### src/rtl/div_nonrestoring_seq.sv
// -----------------------------------------------------------------------------
// div_nonrestoring_seq
//
// Sequential signed integer divider for the multdiv unit. The divider works on
// operand magnitudes and applies the signs at the end. Each cycle it performs
// one non-restoring step on a {remainder, quotient} register that shifts left.
//
// Operation
//   start edge   : latch the operand signs and magnitudes, clear the partial
//                  remainder. A divisor of zero goes to DZ, otherwise to RUN.
//   RUN x WIDTH  : one quotient bit per cycle.
//   FIX          : restore a negative remainder, apply the signs, and pulse
//                  data_resultRDY.
//   DZ           : report divide-by-zero with the dividend as the remainder.
// A start pulse in any state aborts the operation in flight. The aborted
// operation does not produce a ready pulse.
//
// Ports
//   clock           in   1      rising-edge clock
//   reset_n         in   1      asynchronous active-low reset
//   ctrl_DIV        in   1      start pulse; operands sampled on that edge
//   data_operandA   in   WIDTH  dividend, two's complement
//   data_operandB   in   WIDTH  divisor, two's complement
//   data_result     out  WIDTH  quotient, truncated toward zero
//   data_remainder  out  WIDTH  remainder, with the sign of the dividend
//   data_exception  out  1      divide-by-zero flag
//   data_resultRDY  out  1      one-cycle completion pulse; outputs valid then
// -----------------------------------------------------------------------------
module div_nonrestoring_seq #(
  parameter int WIDTH = 32
) (
  input  logic             clock,
  input  logic             reset_n,
  input  logic             ctrl_DIV,
  input  logic [WIDTH-1:0] data_operandA,
  input  logic [WIDTH-1:0] data_operandB,
  output logic [WIDTH-1:0] data_result,
  output logic [WIDTH-1:0] data_remainder,
  output logic             data_exception,
  output logic             data_resultRDY
);

  localparam int CW = $clog2(WIDTH);

  typedef enum logic [1:0] {
    IDLE = 2'd0,
    RUN  = 2'd1,
    FIX  = 2'd2,
    DZ   = 2'd3
  } state_t;

  state_t           state;
  logic [CW-1:0]    count;
  logic             sa;      // dividend sign
  logic             sb;      // divisor sign
  logic [WIDTH-1:0] q;       // |dividend|, which becomes the quotient one bit per step
  logic [WIDTH-1:0] d;       // |divisor|
  logic [WIDTH:0]   p;       // signed partial remainder, one guard bit wide

  // Magnitudes of the operands as unsigned values. |-2^(WIDTH-1)| wraps to
  // 2^(WIDTH-1), which is still the correct unsigned magnitude.
  logic [WIDTH-1:0] abs_a;
  logic [WIDTH-1:0] abs_b;

  // One non-restoring step, plus the final correction and the sign fix-up.
  logic [WIDTH:0]   p_shift;
  logic [WIDTH:0]   p_step;
  logic [WIDTH-1:0] q_step;
  logic [WIDTH:0]   p_fix;
  logic [WIDTH-1:0] q_signed;
  logic [WIDTH-1:0] r_signed;
  logic [WIDTH-1:0] dz_rem;
  logic             last_iter;

  // NOTE: every signal assigned in always_comb gets a default value first. A
  // path that leaves a signal unassigned would infer a latch.
  always_comb begin
    abs_a     = data_operandA;
    abs_b     = data_operandB;
    p_shift   = '0;
    p_step    = '0;
    q_step    = '0;
    p_fix     = p;
    q_signed  = q;
    r_signed  = '0;
    dz_rem    = q;
    last_iter = 1'b0;

    if (data_operandA[WIDTH-1]) abs_a = -data_operandA;
    if (data_operandB[WIDTH-1]) abs_b = -data_operandB;

    // Shift {P,Q} left by one. The top quotient bit enters the remainder.
    p_shift = {p[WIDTH-1:0], q[WIDTH-1]};

    // If the previous remainder is non-negative, subtract the divisor;
    // otherwise add it back. The resulting sign gives the quotient bit.
    if (p[WIDTH]) p_step = p_shift + {1'b0, d};
    else          p_step = p_shift - {1'b0, d};
    q_step = {q[WIDTH-2:0], ~p_step[WIDTH]};

    // A negative final remainder is restored once. The quotient bits already
    // match those of restoring division, so they need no correction.
    if (p[WIDTH]) p_fix = p + {1'b0, d};

    // The quotient takes the XOR of the signs. The remainder follows the
    // dividend. Negating 2^(WIDTH-1) wraps, which gives -2^(WIDTH-1) / -1 its
    // wrapped result.
    if (sa ^ sb) q_signed = -q;
    r_signed = sa ? -p_fix[WIDTH-1:0] : p_fix[WIDTH-1:0];

    // In DZ, q still holds |A|. Re-applying the sign gives back the latched A.
    if (sa) dz_rem = -q;

    last_iter = (count == CW'(WIDTH - 1));
  end

  // NOTE: sequential state uses non-blocking assignments only. All registers
  // then update together on the edge, and the order of statements does not
  // matter.
  always_ff @(posedge clock or negedge reset_n) begin
    if (!reset_n) begin
      state          <= IDLE;
      count          <= '0;
      sa             <= 1'b0;
      sb             <= 1'b0;
      q              <= '0;
      d              <= '0;
      p              <= '0;
      data_result    <= '0;
      data_remainder <= '0;
      data_exception <= 1'b0;
      data_resultRDY <= 1'b0;
    end else begin
      // The ready pulse lasts one cycle unless a completion below sets it again.
      data_resultRDY <= 1'b0;

      if (ctrl_DIV) begin
        // A start has priority in every state. It aborts any operation in flight.
        sa    <= data_operandA[WIDTH-1];
        sb    <= data_operandB[WIDTH-1];
        q     <= abs_a;
        d     <= abs_b;
        p     <= '0;
        count <= '0;
        state <= (data_operandB == '0) ? DZ : RUN;
      end else begin
        unique case (state)
          IDLE: ;

          RUN: begin
            p <= p_step;
            q <= q_step;
            if (last_iter) begin
              count <= '0;
              state <= FIX;
            end else begin
              count <= count + 1'b1;
            end
          end

          FIX: begin
            p              <= p_fix;
            data_result    <= q_signed;
            data_remainder <= r_signed;
            data_exception <= 1'b0;
            data_resultRDY <= 1'b1;
            state          <= IDLE;
          end

          DZ: begin
            data_result    <= '0;
            data_remainder <= dz_rem;
            data_exception <= 1'b1;
            data_resultRDY <= 1'b1;
            state          <= IDLE;
          end

          default: state <= IDLE;
        endcase
      end
    end
  end

endmodule

### config.mk
export PLATFORM = sky130hd
export DESIGN_NAME = div_nonrestoring_seq
export DESIGN_NICKNAME = d
export VERILOG_FILES = /design/src/rtl/div_nonrestoring_seq.sv
export SDC_FILE = /design/constraint.sdc
export NUM_CORES = 1
export LEC_CHECK = 0
export CELL_PAD_IN_SITES_DETAIL_PLACEMENT = 1
export CELL_PAD_IN_SITES_GLOBAL_PLACEMENT = 1
export CORE_UTILIZATION = 45
export CTS_CLUSTER_SIZE = 20
export DETAILED_ROUTE_END_ITERATION = 16
export PLACE_DENSITY = 0.94
export SYNTH_ARGS = -nofsm -noshare
export SYNTH_HDL_FRONTEND = slang
export SYNTH_SLANG_ARGS = --single-unit
### constraint.sdc
create_clock -name clock -period 14.9 [get_ports clock]
set_clock_uncertainty 0.05 [all_clocks]
set_input_delay 2.98 -clock clock [delete_from_list [all_inputs] [get_ports clock]]
set_output_delay 2.98 -clock clock [all_outputs]
set_load 0.02 [all_outputs]
==> results of run 1 <==
==> registers in the layout (all words and copies together), names as in the netlist <==
signal and cells:
sa 1, data_exception 1, q 32, state 2
data_remainder 32, data_result 32, data_resultRDY 1, d 32
sb 1, p 33, count 5
==> final cells by class <==
type | instances | area [um^2] | share of cell area (%)
timing repair buffer | 148 | 1440 | 8.31
sequential | 172 | 4310 | 24.8
tap | 442 | 553 | 3.19
inverter | 42 | 158 | 0.909
clock buffer | 20 | 457 | 2.63
multi-input combinational | 1574 | 10200 | 59.1
clock inverter | 12 | 178 | 1.02
==> cells in the mapped netlist (8+ instances only) <==
cell                       instances  share of area [%]
sky130_fd_sc_hd__or4_1            15               0.74
sky130_fd_sc_hd__or3_1            30                1.2
sky130_fd_sc_hd__nor2b_1          19               0.79
sky130_fd_sc_hd__ha_1             72                6.0
sky130_fd_sc_hd__a31oi_1          12               0.50
sky130_fd_sc_hd__nor3_1           47                1.6
sky130_fd_sc_hd__buf_2            10               0.33
sky130_fd_sc_hd__and3_1           12               0.50
sky130_fd_sc_hd__mux2i_1          58                3.8
sky130_fd_sc_hd__o41ai_1           9               0.52
sky130_fd_sc_hd__buf_1            17               0.42
sky130_fd_sc_hd__nand2_1         260                6.4
sky130_fd_sc_hd__a21oi_1         159                5.3
sky130_fd_sc_hd__o211ai_1         10               0.50
sky130_fd_sc_hd__o31ai_1          41                2.0
sky130_fd_sc_hd__clkbuf_1         85                2.1
sky130_fd_sc_hd__inv_1            41                1.0
sky130_fd_sc_hd__nand3_1          22               0.73
sky130_fd_sc_hd__a21o_1           22                1.1
sky130_fd_sc_hd__nand4_1          18               0.74
sky130_fd_sc_hd__nor2_1          141                3.5
sky130_fd_sc_hd__xnor2_1          95                5.5
sky130_fd_sc_hd__xor2_1          114                6.6
sky130_fd_sc_hd__o21ai_0         174                5.8
sky130_fd_sc_hd__nand3b_1          8               0.40
sky130_fd_sc_hd__nor4_1           13               0.54
sky130_fd_sc_hd__a211oi_1         38                1.9
sky130_fd_sc_hd__dfrtp_1         172                 28
sky130_fd_sc_hd__o21ai_1           9               0.30
sky130_fd_sc_hd__o21bai_1         11               0.55
sky130_fd_sc_hd__a221oi_1         16               0.93
sky130_fd_sc_hd__o21a_1            9               0.45
sky130_fd_sc_hd__nand2b_1         24               0.99
==> per-layer routing <==
metal | track usage, % | vias up
met5 | 0 | -
met3 | 4.84 | 131
met2 | 54.7 | 542
met4 | 12.7 | 0
met1 | 42.5 | 7735
li1 | - | 6968
==> worst reg2reg max path: cells and delay by family (launching register included) <==
kind                       cells  cell delay (ns)
DFF                            1             0.34
buffers and inverters          2             0.99
muxes                          1             0.38
AOI/OAI and AO/OA              8             3.03
xor gates and xnor gates       1             0.17
adders and majority gates      1             0.33
and+or+nand+nor                3             0.47
==> cell families (layout without fill, tap and decap cells) <==
kind of cell / count (synthesis) / count (layout) / synth area share [%]
simple gates: 644 / 644 / 20.2
compound gates: 583 / 583 / 24.8
xor+xnor: 209 / 209 / 12.1
flops: 172 / 172 / 28.4
buf+inv: 155 / 222 / 3.98
fa+ha+maj: 74 / 74 / 6.22
mux: 64 / 64 / 4.28
==> report_power, final <==
group	switching, mW	leakage (nW)	internal, mW	total (mW)
combinational	1.18	4.76	0.713	1.89
sequential	0.119	2.21	0.528	0.647
clock	0.229	0.307	0.279	0.508
total	1.53	7.28	1.52	3.05
==> cells in the final DEF, fill, tap and decap left out, types with 10 or more instances in the layout <==
cell type                         count
sky130_fd_sc_hd__a211oi_1            38
sky130_fd_sc_hd__a21o_1              22
sky130_fd_sc_hd__a21oi_1            159
sky130_fd_sc_hd__a221oi_1            16
sky130_fd_sc_hd__a31oi_1             12
sky130_fd_sc_hd__and3_1              12
sky130_fd_sc_hd__buf_4               17
sky130_fd_sc_hd__clkbuf_16           17
sky130_fd_sc_hd__clkdlybuf4s50_1    130
sky130_fd_sc_hd__dfrtp_1            169
sky130_fd_sc_hd__ha_1                72
sky130_fd_sc_hd__inv_1               41
sky130_fd_sc_hd__mux2i_1             58
sky130_fd_sc_hd__nand2_1            260
sky130_fd_sc_hd__nand2b_1            23
sky130_fd_sc_hd__nand3_1             22
sky130_fd_sc_hd__nand4_1             18
sky130_fd_sc_hd__nor2_1             140
sky130_fd_sc_hd__nor2b_1             19
sky130_fd_sc_hd__nor3_1              47
sky130_fd_sc_hd__nor4_1              13
sky130_fd_sc_hd__o211ai_1            10
sky130_fd_sc_hd__o21ai_0            174
sky130_fd_sc_hd__o21bai_1            11
sky130_fd_sc_hd__o31ai_1             41
sky130_fd_sc_hd__or3_1               30
sky130_fd_sc_hd__or4_1               15
sky130_fd_sc_hd__xnor2_1             95
sky130_fd_sc_hd__xor2_1             113
==> through the flow <==
step	utilization, %	hold WS, ns
floorplan	-	0.457
global route	52.9	0.454
detailed placement	51.0	0.419
CTS	52.9	0.436
global placement	51.0	0.404
finish	52.9	0.432
==> final timing paths <==
kind                                         start  slack, ns  depth (start not counted)            endpoint
worst max register to register               p[32]       9.08                         16                q[0]
max in group asynchronous                  reset_n      10.31                          3            state[0]
worst min-delay path            data_remainder[24]       0.43                          2  data_remainder[24]
min in group asynchronous                  reset_n       2.41                          1               d[30]
worst max-delay path              data_operandB[4]       8.87                         10               d[28]
worst min register to register  data_remainder[24]       0.43                          2  data_remainder[24]
==> run_summary.xml, run 1 <==
<?xml version="1.0" encoding="UTF-8"?>
<metrics>
  <group name="power">
    <metric name="post-layout-total-power" unit="mW">3.05</metric>
    <metric name="worst_ir_drop_vdd" unit="mV">0.0917</metric>
    <metric name="powerDensity" unit="nW/um^2">176</metric>
    <metric name="power.leakage" unit="nW">7.28</metric>
  </group>
  <group name="final_layout">
    <metric name="final_cell_area" unit="um^2">17300</metric>
    <metric name="final_cells" unit="">2410</metric>
    <metric name="post_route_cells_drive_above_1_share" unit="%">5.03</metric>
    <metric name="fillcell_total" unit="">4003</metric>
    <metric name="area.growth.synth_to_final" unit="%">14.6</metric>
    <metric name="num_antenna_cells" unit="">0</metric>
    <metric name="finalNetCount" unit="">2096</metric>
  </group>
  <group name="critical_path">
    <metric name="worst-setup-path-type" unit="">in2reg</metric>
    <metric name="delay_heaviest_family_cp" unit="">simple AND/OR/NAND/NOR gates</metric>
    <metric name="worst_setup_path_end_kind" unit="">flop</metric>
    <metric name="worst_path_required_time" unit="ns">15.15</metric>
    <metric name="crit_path_start_kind" unit="">input pin</metric>
    <metric name="arrival" unit="ns">6.28</metric>
    <metric name="timing.critical_path.slowest_cell_delay" unit="ns">0.58</metric>
    <metric name="critical-path-top-cell-by-count" unit="">sky130_fd_sc_hd__or3_1</metric>
    <metric name="timing.critical_path.fanout_max" unit="">4</metric>
    <metric name="critical_path_buf_inv_count" unit="">1</metric>
    <metric name="timing.critical_path.slowest_stage_cell" unit="">sky130_fd_sc_hd__nor4_1</metric>
    <metric name="crit_path_cell_trace" unit="">clkdlybuf4s50_1 -&gt; nor4_1 -&gt; nand3_1 -&gt; or3_1 -&gt; or3_1 -&gt; or3_1 -&gt; nand2b_1 -&gt; o41ai_1 -&gt; xor2_1 -&gt; a21oi_1</metric>
  </group>
  <group name="placed_design">
    <metric name="cell_count_after_placement" unit="">2378</metric>
    <metric name="postPlaceCellArea" unit="um^2">16700</metric>
    <metric name="dpl_worst_slack" unit="ns">8.40</metric>
    <metric name="gp_congestion" unit="">0.913</metric>
    <metric name="dpl.hpwl" unit="mm">40.8</metric>
    <metric name="portBuffers" unit="">132</metric>
  </group>
  <group name="timing">
    <metric name="worst_slack" unit="ns">8.87</metric>
    <metric name="rsz0062_at_grt" unit="">false</metric>
    <metric name="final.setup.tns" unit="ns">0</metric>
    <metric name="timing.max_slew.rel_slack" unit="%">22.3</metric>
    <metric name="final-max-slew-violation-count" unit="">0</metric>
    <metric name="period_minus_slack" unit="ns">6.03</metric>
    <metric name="timing.final.setup_violations" unit="">0</metric>
    <metric name="clock.fmax" unit="MHz">166</metric>
    <metric name="post-route-period-util" unit="%">40.5</metric>
    <metric name="worst-slew-pin-transition" unit="ns">1.16</metric>
    <metric name="final_hold_viol_count" unit="">0</metric>
  </group>
  <group name="route">
    <metric name="num_vias" unit="">15376</metric>
    <metric name="top_layer_used" unit="">met4</metric>
    <metric name="totalWireLength" unit="mm">55.8</metric>
    <metric name="dr.pass1.iters" unit="">5</metric>
    <metric name="wirelength_met1" unit="mm">24.0</metric>
    <metric name="remaining_antenna_violation_count" unit="">0</metric>
    <metric name="viasPerCell" unit="">6.38</metric>
    <metric name="wirelength_per_cell" unit="um">23.1</metric>
    <metric name="post-route-drc-count" unit="">0</metric>
    <metric name="drt_iter0_markers" unit="">1283</metric>
    <metric name="met3_length" unit="mm">2.99</metric>
    <metric name="dr_wl_met2" unit="mm">26.9</metric>
  </group>
  <group name="die">
    <metric name="fp.dieH" unit="um">185</metric>
    <metric name="chipWidth" unit="um">185</metric>
    <metric name="rows" unit="">66</metric>
    <metric name="design.core.area" unit="um^2">32800</metric>
    <metric name="design.portCount" unit="">133</metric>
    <metric name="area_of_the_die" unit="um^2">34400</metric>
    <metric name="floorplan.initialDensity" unit="%">46.2</metric>
  </group>
  <group name="yosys">
    <metric name="yosysWarnings" unit="">0</metric>
    <metric name="synth_fp_nets" unit="">2042</metric>
    <metric name="synth_flop_cell" unit="">sky130_fd_sc_hd__dfrtp_1</metric>
    <metric name="syn_inst" unit="">1901</metric>
    <metric name="postSynthRegisterBits" unit="">172</metric>
    <metric name="postSynth.asyncResetShare" unit="%">100</metric>
    <metric name="synth.lib_cells_used.distinct" unit="">85</metric>
    <metric name="post_synth.cell_area_avg" unit="um^2">7.96</metric>
    <metric name="synth_edf_count" unit="">0</metric>
    <metric name="yosysSeqAreaShare" unit="%">28.4</metric>
    <metric name="mappedNetlistArea" unit="um^2">15100</metric>
  </group>
  <group name="clocking">
    <metric name="root_buf_cell" unit="">sky130_fd_sc_hd__clkbuf_16</metric>
    <metric name="post-cts-setup-buffers" unit="">0</metric>
    <metric name="clock_tree.buffer_depth" unit="">2</metric>
    <metric name="cts_num_sinks" unit="">172</metric>
    <metric name="cts_made_buffers" unit="">17</metric>
    <metric name="cts.clk_slew.worst_paths" unit="ns">0.07</metric>
    <metric name="postCtsResizedCells" unit="">0</metric>
    <metric name="max_h_tree_level" unit="">4</metric>
    <metric name="holdBufCountCts" unit="">0</metric>
    <metric name="worstSkewPairLatency" unit="ns">0.47</metric>
    <metric name="cts_tree" unit="">yes</metric>
  </group>
  <group name="run">
    <metric name="max_cap_viol_count" unit="">0</metric>
  </group>
  <group name="global_route">
    <metric name="antenna_found_initial" unit="">0</metric>
    <metric name="global_route.usage.total" unit="%">32.8</metric>
    <metric name="global_route_wire_length_before_repair" unit="mm">87.1</metric>
    <metric name="grt_start_max_net_pins" unit="">94</metric>
    <metric name="grt_residual_overflow" unit="">0</metric>
    <metric name="number_of_global_route_vias_before_repair" unit="">15551</metric>
  </group>
  <group name="status">
    <metric name="outcome" unit="">finished, final reports clean</metric>
  </group>
  <group name="worst_hold_path">
    <metric name="hp-class" unit="">reg2reg</metric>
  </group>
</metrics>
Power figures use the tool's default switching activity.
==> run 2: changes to the inputs <==
clock period = 6 ns   (was 14.9 ns; I/O delays follow)
==> run 2 against run 1 <==
Sequential share of layout area hardly changed. Count of clock-buffer cells in the layout decreased by 2. Non-clock buffer count increased by 6. Register-to-register slack worse by 8.4 ns. Global-route usage is 0.083 points higher. Largest power group unchanged. Highest routed layer is now met5.
==> run_summary.xml, run 2 (synthesized netlist as in run 1, its figures left out) <==
<?xml version="1.0" encoding="UTF-8"?>
<metrics>
  <group name="run">
    <metric name="max_cap_viol_count" unit="">0</metric>
  </group>
  <group name="route">
    <metric name="viasPerCell" unit="">6.29</metric>
    <metric name="dr.pass1.iters" unit="">5</metric>
    <metric name="totalWireLength" unit="mm">55.3</metric>
    <metric name="post-route-drc-count" unit="">0</metric>
    <metric name="remaining_antenna_violation_count" unit="">0</metric>
    <metric name="wirelength_per_cell" unit="um">22.9</metric>
    <metric name="drt_iter0_markers" unit="">1319</metric>
    <metric name="num_vias" unit="">15208</metric>
  </group>
  <group name="die">
    <metric name="fp.dieH" unit="um">185</metric>
    <metric name="design.portCount" unit="">133</metric>
    <metric name="chipWidth" unit="um">185</metric>
    <metric name="floorplan.initialDensity" unit="%">46.2</metric>
    <metric name="area_of_the_die" unit="um^2">34400</metric>
    <metric name="rows" unit="">66</metric>
    <metric name="design.core.area" unit="um^2">32800</metric>
  </group>
  <group name="critical_path">
    <metric name="timing.critical_path.fanout_max" unit="">5</metric>
    <metric name="timing.critical_path.slowest_cell_delay" unit="ns">0.69</metric>
    <metric name="timing.reg2reg.worst_path_depth" unit="">18</metric>
    <metric name="critical_path.startpoint" unit="">d[10]</metric>
    <metric name="worst_setup_path_end_kind" unit="">flop</metric>
    <metric name="critical_path_buf_inv_count" unit="">0</metric>
    <metric name="delay_heaviest_family_cp" unit="">simple AND/OR/NAND/NOR gates</metric>
    <metric name="timing.critical_path.slowest_stage_cell" unit="">sky130_fd_sc_hd__a2111oi_0</metric>
    <metric name="worst_path_required_time" unit="ns">6.23</metric>
    <metric name="critical_path_depth" unit="">18</metric>
    <metric name="ff2ff_setup_slack" unit="ns">0.72</metric>
    <metric name="r2r-end" unit="">p[32]</metric>
    <metric name="worst-setup-path-type" unit="">reg2reg</metric>
    <metric name="crit_path_cell_trace" unit="">or4_1 -&gt; nor4_1 -&gt; nand2b_1 -&gt; or4_1 -&gt; nor2b_1 -&gt; a21oi_1 -&gt; xor2_1 -&gt; ha_1 -&gt; a211oi_1 -&gt; nand2_1 -&gt; nand3_1 -&gt; nor2_1 -&gt; a2111oi_0 -&gt; o21ai_0 -&gt; a21oi_1 -&gt; nand2b_1 -&gt; mux2i_1 -&gt; a211oi_1</metric>
    <metric name="critical_path.reg2reg.startpoint" unit="">d[10]</metric>
    <metric name="critPathCapture" unit="">p[32]</metric>
    <metric name="crit_path_start_kind" unit="">flop</metric>
    <metric name="arrival" unit="ns">5.52</metric>
  </group>
  <group name="global_route">
    <metric name="number_of_global_route_vias_before_repair" unit="">15441</metric>
    <metric name="grt_residual_overflow" unit="">0</metric>
    <metric name="antenna_found_initial" unit="">1</metric>
    <metric name="global_route_wire_length_before_repair" unit="mm">87.2</metric>
    <metric name="global_route.usage.total" unit="%">32.9</metric>
    <metric name="grt_start_max_net_pins" unit="">91</metric>
  </group>
  <group name="clocking">
    <metric name="cts_num_sinks" unit="">172</metric>
    <metric name="post-cts-setup-buffers" unit="">0</metric>
    <metric name="holdBufCountCts" unit="">0</metric>
    <metric name="max_h_tree_level" unit="">4</metric>
    <metric name="cts.clk_slew.worst_paths" unit="ns">0.08</metric>
    <metric name="clock_tree.buffer_depth" unit="">2</metric>
    <metric name="root_buf_cell" unit="">sky130_fd_sc_hd__clkbuf_16</metric>
    <metric name="cts_made_buffers" unit="">17</metric>
    <metric name="worstSkewPairLatency" unit="ns">0.46</metric>
    <metric name="postCtsResizedCells" unit="">0</metric>
    <metric name="cts_tree" unit="">yes</metric>
  </group>
  <group name="power">
    <metric name="combinational_fraction_of_design_power" unit="%">62.7</metric>
    <metric name="total_switching_power" unit="mW">3.80</metric>
    <metric name="cellInternalPower" unit="mW">3.65</metric>
    <metric name="power.share.clock" unit="%">15.4</metric>
    <metric name="flop_pwr_share" unit="%">21.9</metric>
    <metric name="power.leakage" unit="nW">7.29</metric>
    <metric name="worst_ir_drop_vdd" unit="mV">0.266</metric>
    <metric name="power_switching_share" unit="%">51.0</metric>
    <metric name="powerDensity" unit="nW/um^2">430</metric>
  </group>
  <group name="final_layout">
    <metric name="layout_common_cells" unit="">260 x sky130_fd_sc_hd__nand2_1, 174 x sky130_fd_sc_hd__o21ai_0, 169 x sky130_fd_sc_hd__dfrtp_1, 159 x sky130_fd_sc_hd__a21oi_1, 140 x sky130_fd_sc_hd__nor2_1</metric>
    <metric name="area.growth.synth_to_final" unit="%">14.5</metric>
    <metric name="post_route_cells_drive_above_1_share" unit="%">5.37</metric>
    <metric name="final_cells" unit="">2416</metric>
    <metric name="mostFrequentLayoutCell" unit="">sky130_fd_sc_hd__nand2_1</metric>
    <metric name="layout.core_utilization" unit="%">52.9</metric>
    <metric name="finalNetCount" unit="">2102</metric>
    <metric name="fillcell_total" unit="">3988</metric>
    <metric name="largest_register_ff_count" unit="">33</metric>
    <metric name="num_antenna_cells" unit="">0</metric>
    <metric name="largest-register" unit="">p</metric>
  </group>
  <group name="timing">
    <metric name="timing.max_slew.rel_slack" unit="%">20.4</metric>
    <metric name="timing.hold.ws" unit="ns">0.432</metric>
    <metric name="worst_slack" unit="ns">0.717</metric>
    <metric name="final_hold_viol_count" unit="">0</metric>
    <metric name="period_minus_slack" unit="ns">5.28</metric>
    <metric name="clock.fmax" unit="MHz">189</metric>
    <metric name="worst-slew-pin-transition" unit="ns">1.19</metric>
    <metric name="final-max-slew-violation-count" unit="">0</metric>
    <metric name="final.setup.tns" unit="ns">0</metric>
    <metric name="post-route-period-util" unit="%">88.1</metric>
    <metric name="rsz0062_at_grt" unit="">false</metric>
    <metric name="timing.final.setup_violations" unit="">0</metric>
  </group>
  <group name="status">
    <metric name="outcome" unit="">finished, final reports clean</metric>
  </group>
  <group name="placed_design">
    <metric name="dpl.hpwl" unit="mm">41.7</metric>
    <metric name="portBuffers" unit="">132</metric>
    <metric name="cell_count_after_placement" unit="">2384</metric>
    <metric name="dpl_worst_slack" unit="ns">0.829</metric>
    <metric name="gp_congestion" unit="">0.942</metric>
  </group>
  <group name="worst_hold_path">
    <metric name="hp-class" unit="">reg2reg</metric>
  </group>
</metrics>
run 2: power by group through the flow:
| stage | Combinational, mW | Clock, mW | Sequential, mW |
|---|---|---|---|
| floorplan | 3.37 | 0 | 1.48 |
| global placement | 4.36 | 0 | 1.62 |
| detailed placement | 4.52 | 0 | 1.64 |
| CTS | 4.58 | 1.16 | 1.62 |
| global route | 5.06 | 1.20 | 1.65 |
| finish | 4.67 | 1.15 | 1.63 |
run 2: area by class of cell:
cell class	instances	area, um^2	area share [%]
multi-input combinational	1574	10200	59.1
clock inverter	14	145	0.837
tap	442	553	3.19
sequential	172	4310	24.9
inverter	42	158	0.909
clock buffer	18	439	2.53
timing repair buffer	154	1490	8.57
run 2: layer usage:
metal | global-route usage (%) | up-vias | part of all wire, %
li1 | - | 6984 | -
met1 | 44.4 | 7581 | 44
met2 | 52.6 | 536 | 46
met3 | 4.82 | 105 | 6.2
met4 | 12.8 | 2 | 3.3
met5 | 0 | - | 0.023
run 2: worst min-delay path by stage:
stage | end | startpoint | cells after the start
after floorplan | count[4] | count[4] | 2
after global placement | data_remainder[25] | data_remainder[25] | 2
after detailed placement | data_remainder[24] | data_remainder[24] | 2
after CTS | data_remainder[24] | data_remainder[24] | 2
after global routing | data_remainder[24] | data_remainder[24] | 2
final | data_remainder[24] | data_remainder[24] | 2
run 2: worst register-to-register path, cell delays in order, from the launching register on:
cell	delay, ns
sky130_fd_sc_hd__dfrtp_1	0.44
sky130_fd_sc_hd__or4_1	0.60
sky130_fd_sc_hd__nor4_1	0.28
sky130_fd_sc_hd__nand2b_1	0.18
sky130_fd_sc_hd__or4_1	0.47
sky130_fd_sc_hd__nor2b_1	0.23
sky130_fd_sc_hd__a21oi_1	0.12
sky130_fd_sc_hd__xor2_1	0.17
sky130_fd_sc_hd__ha_1	0.34
sky130_fd_sc_hd__a211oi_1	0.26
sky130_fd_sc_hd__nand2_1	0.13
sky130_fd_sc_hd__nand3_1	0.11
sky130_fd_sc_hd__nor2_1	0.05
sky130_fd_sc_hd__a2111oi_0	0.69
sky130_fd_sc_hd__o21ai_0	0.22
sky130_fd_sc_hd__a21oi_1	0.22
sky130_fd_sc_hd__nand2b_1	0.19
sky130_fd_sc_hd__mux2i_1	0.25
sky130_fd_sc_hd__a211oi_1	0.10
run 2: through the flow:
step	power (mW)	cell area, um^2
floorplan	4.85	15100
global placement	5.98	16700
global route	7.91	17300
finish	7.45	17300
detailed placement	6.16	16700
CTS	7.36	17300
==> run 3: changes to the inputs <==
CORE_UTILIZATION = 25   (was 45)
GPL_TIMING_DRIVEN = 0   (was default)
PLACE_DENSITY = 0.62   (was 0.94)
SETUP_SLACK_MARGIN = 0.5   (was default)
==> run 3 against run 2 <==
Worst setup slack gained 0.0040 ns. Flip-flop and latch count unchanged. Register-to-register slack about the same. Final cell count is 18% higher. Core utilization decreased by 22 points. Total power is 3.6% higher.
==> run_summary.xml, run 3 (synthesized netlist as in run 1, its figures left out) <==
<?xml version="1.0" encoding="UTF-8"?>
<metrics>
  <group name="clocking">
    <metric name="root_buf_cell" unit="">sky130_fd_sc_hd__clkbuf_16</metric>
    <metric name="max_h_tree_level" unit="">4</metric>
    <metric name="cts_tree" unit="">yes</metric>
    <metric name="worstSkewPairLatency" unit="ns">0.50</metric>
    <metric name="holdBufCountCts" unit="">0</metric>
    <metric name="cts_num_sinks" unit="">172</metric>
    <metric name="cts.clk_slew.worst_paths" unit="ns">0.08</metric>
    <metric name="clock_tree.buffer_depth" unit="">2</metric>
    <metric name="cts_made_buffers" unit="">17</metric>
  </group>
  <group name="route">
    <metric name="viasPerCell" unit="">5.41</metric>
    <metric name="dr_wl_met2" unit="mm">29.6</metric>
    <metric name="remaining_antenna_violation_count" unit="">0</metric>
    <metric name="top_layer_used" unit="">met4</metric>
    <metric name="totalWireLength" unit="mm">64.3</metric>
    <metric name="dr.pass1.iters" unit="">5</metric>
    <metric name="wirelength_per_cell" unit="um">22.6</metric>
    <metric name="drt_iter0_markers" unit="">1120</metric>
    <metric name="num_vias" unit="">15378</metric>
    <metric name="met3_length" unit="mm">2.47</metric>
    <metric name="wirelength_met1" unit="mm">30.8</metric>
    <metric name="post-route-drc-count" unit="">0</metric>
  </group>
  <group name="placed_design">
    <metric name="dpl.hpwl" unit="mm">52.2</metric>
    <metric name="portBuffers" unit="">131</metric>
    <metric name="gp_congestion" unit="">0.910</metric>
    <metric name="cell_count_after_placement" unit="">2806</metric>
  </group>
  <group name="timing">
    <metric name="timing.final.setup_violations" unit="">0</metric>
    <metric name="post-route-period-util" unit="%">88.0</metric>
    <metric name="final_hold_viol_count" unit="">0</metric>
    <metric name="final-max-slew-violation-count" unit="">0</metric>
    <metric name="timing.max_slew.rel_slack" unit="%">12.4</metric>
    <metric name="clock.fmax" unit="MHz">189</metric>
    <metric name="rsz0062_at_grt" unit="">false</metric>
    <metric name="timing.hold.ws" unit="ns">0.429</metric>
    <metric name="period_minus_slack" unit="ns">5.28</metric>
    <metric name="worst-slew-pin-transition" unit="ns">1.30</metric>
  </group>
  <group name="die">
    <metric name="design.core.area" unit="um^2">59500</metric>
    <metric name="fp.dieH" unit="um">248</metric>
    <metric name="floorplan.initialDensity" unit="%">25.5</metric>
    <metric name="area_of_the_die" unit="um^2">61500</metric>
    <metric name="rows" unit="">89</metric>
    <metric name="chipWidth" unit="um">248</metric>
    <metric name="design.portCount" unit="">133</metric>
  </group>
  <group name="global_route">
    <metric name="grt_residual_overflow" unit="">0</metric>
    <metric name="grt_start_max_net_pins" unit="">104</metric>
    <metric name="global_route.usage.total" unit="%">21.0</metric>
    <metric name="number_of_global_route_vias_before_repair" unit="">15650</metric>
    <metric name="antenna_found_initial" unit="">2</metric>
    <metric name="global_route_wire_length_before_repair" unit="mm">97.7</metric>
  </group>
  <group name="critical_path">
    <metric name="timing.critical_path.slowest_cell_delay" unit="ns">0.57</metric>
    <metric name="arrival" unit="ns">5.60</metric>
    <metric name="crit_path_cell_trace" unit="">clkinv_1 -&gt; clkbuf_2 -&gt; buf_1 -&gt; clkbuf_2 -&gt; nand2_1 -&gt; xnor2_1 -&gt; ha_1 -&gt; a21oi_1 -&gt; nor3b_1 -&gt; a211oi_1 -&gt; nand2b_2 -&gt; a311oi_4 -&gt; a31oi_2 -&gt; a31oi_2 -&gt; o31ai_2 -&gt; xnor2_2 -&gt; a2111oi_0</metric>
    <metric name="timing.critical_path.slowest_stage_cell" unit="">sky130_fd_sc_hd__buf_1</metric>
    <metric name="worst_setup_path_end_kind" unit="">flop</metric>
    <metric name="worst-setup-path-type" unit="">reg2reg</metric>
    <metric name="worst_path_required_time" unit="ns">6.32</metric>
    <metric name="critical_path_buf_inv_count" unit="">4</metric>
    <metric name="crit_path_start_kind" unit="">flop</metric>
    <metric name="timing.critical_path.fanout_max" unit="">10</metric>
    <metric name="delay_heaviest_family_cp" unit="">compound AO/OA/AOI/OAI gates</metric>
  </group>
  <group name="final_layout">
    <metric name="largest_register_ff_count" unit="">33</metric>
    <metric name="layout_common_cells" unit="">260 x sky130_fd_sc_hd__nand2_1, 173 x sky130_fd_sc_hd__o21ai_0, 171 x sky130_fd_sc_hd__dfrtp_1, 159 x sky130_fd_sc_hd__a21oi_1, 141 x sky130_fd_sc_hd__nor2_1</metric>
    <metric name="final_cells" unit="">2843</metric>
    <metric name="fillcell_total" unit="">7205</metric>
    <metric name="finalNetCount" unit="">2196</metric>
    <metric name="mostFrequentLayoutCell" unit="">sky130_fd_sc_hd__nand2_1</metric>
    <metric name="post_route_cells_drive_above_1_share" unit="%">5.42</metric>
    <metric name="largest-register" unit="">p</metric>
    <metric name="area.growth.synth_to_final" unit="%">20.3</metric>
  </group>
  <group name="power">
    <metric name="power_switching_share" unit="%">51.4</metric>
    <metric name="flop_pwr_share" unit="%">20.9</metric>
    <metric name="cellInternalPower" unit="mW">3.75</metric>
    <metric name="power.share.clock" unit="%">15.2</metric>
    <metric name="total_switching_power" unit="mW">3.97</metric>
    <metric name="worst_ir_drop_vdd" unit="mV">0.230</metric>
    <metric name="powerDensity" unit="nW/um^2">424</metric>
    <metric name="combinational_fraction_of_design_power" unit="%">63.8</metric>
    <metric name="power.leakage" unit="nW">7.39</metric>
  </group>
  <group name="worst_hold_path">
    <metric name="hp-class" unit="">reg2reg</metric>
  </group>
  <group name="run">
    <metric name="max_cap_viol_count" unit="">0</metric>
  </group>
  <group name="status">
    <metric name="outcome" unit="">finished, final reports clean</metric>
  </group>
</metrics>
## run 3: changes by cell type in the layout (fill, tap and decap cells not counted), sizes merged
cell / delta
buf: +8
bufinv: +1
clkbuf: +86
clkinv: -2
clkinvlp: +3
diode: +2
inv: -2
## run 3: final cells by class
cell class | instances | area, um^2 | share of cell area, %
multi-input combinational | 1574 | 10300 | 56.8
sequential | 172 | 4310 | 23.6
timing repair buffer | 135 | 1370 | 7.50
tap | 773 | 967 | 5.31
buffer | 113 | 480 | 2.64
clock buffer | 18 | 429 | 2.36
inverter | 42 | 158 | 0.866
clock inverter | 14 | 155 | 0.852
antenna | 2 | 5.00 | 0.0275
## run 3: power by group through the flow
stage / clock [mW] / combinational [mW] / sequential (mW)
2_1_floorplan: 0 / 3.37 / 1.48
3_3_place_gp: 0 / 4.62 / 1.62
3_5_place_dp: 0 / 4.73 / 1.63
4_1_cts: 1.20 / 4.86 / 1.60
5_1_grt: 1.23 / 5.37 / 1.63
6_report: 1.18 / 4.93 / 1.61
## run 3: final timing paths
| check | from | endpoint | slack [ns] | cells after the start |
|---|---|---|---|---|
| worst max register to register | p[32] | p[29] | 0.72 | 17 |
| worst min register to register | data_exception | data_exception | 0.43 | 2 |
| worst max-delay path | p[32] | p[29] | 0.72 | 17 |
| max in group asynchronous | reset_n | data_exception | 4.26 | 2 |
| worst min-delay path | data_exception | data_exception | 0.43 | 2 |
| min in group asynchronous | reset_n | d[29] | 0.60 | 1 |
## run 3: routing by layer
metal / track usage, % / vias to the layer above
met5: 0 / -
met4: 5.68 / 0
met3: 2.68 / 59
met2: 33.9 / 345
met1: 29.3 / 7803
li1: - / 7171
## run 3: timing repair
item	CTS	global route
setup endpoints to repair	29	8
buffers inserted	3	0
resized for setup	30	9
pin swaps	3	0
## run 3: per-stage QoR
step                TNS, ns  area, um^2  util (%)  power, mW  worst slack, ns
floorplan                 0       15100         -       4.85            0.892
global placement    -711.67       17400      29.3       6.24            -4.07
detailed placement   -23.33       17500      29.3       6.36            -2.11
CTS                       0       18200      30.6       7.67            0.520
global route              0       18200      30.6       8.23            0.527
finish                    0       18200      30.6       7.72            0.721
## run 3: worst register-to-register path: cells and delay by family, from the launching register on
kind / cells / cell delay [ns]
AO/OA/AOI/OAI: 7 / 1.89
AND/OR/NAND/NOR: 3 / 0.37
XOR/XNOR: 2 / 0.37
adder cells (fa/ha/maj): 1 / 0.36
flip-flops: 1 / 0.45
buffers and inverters: 4 / 1.67
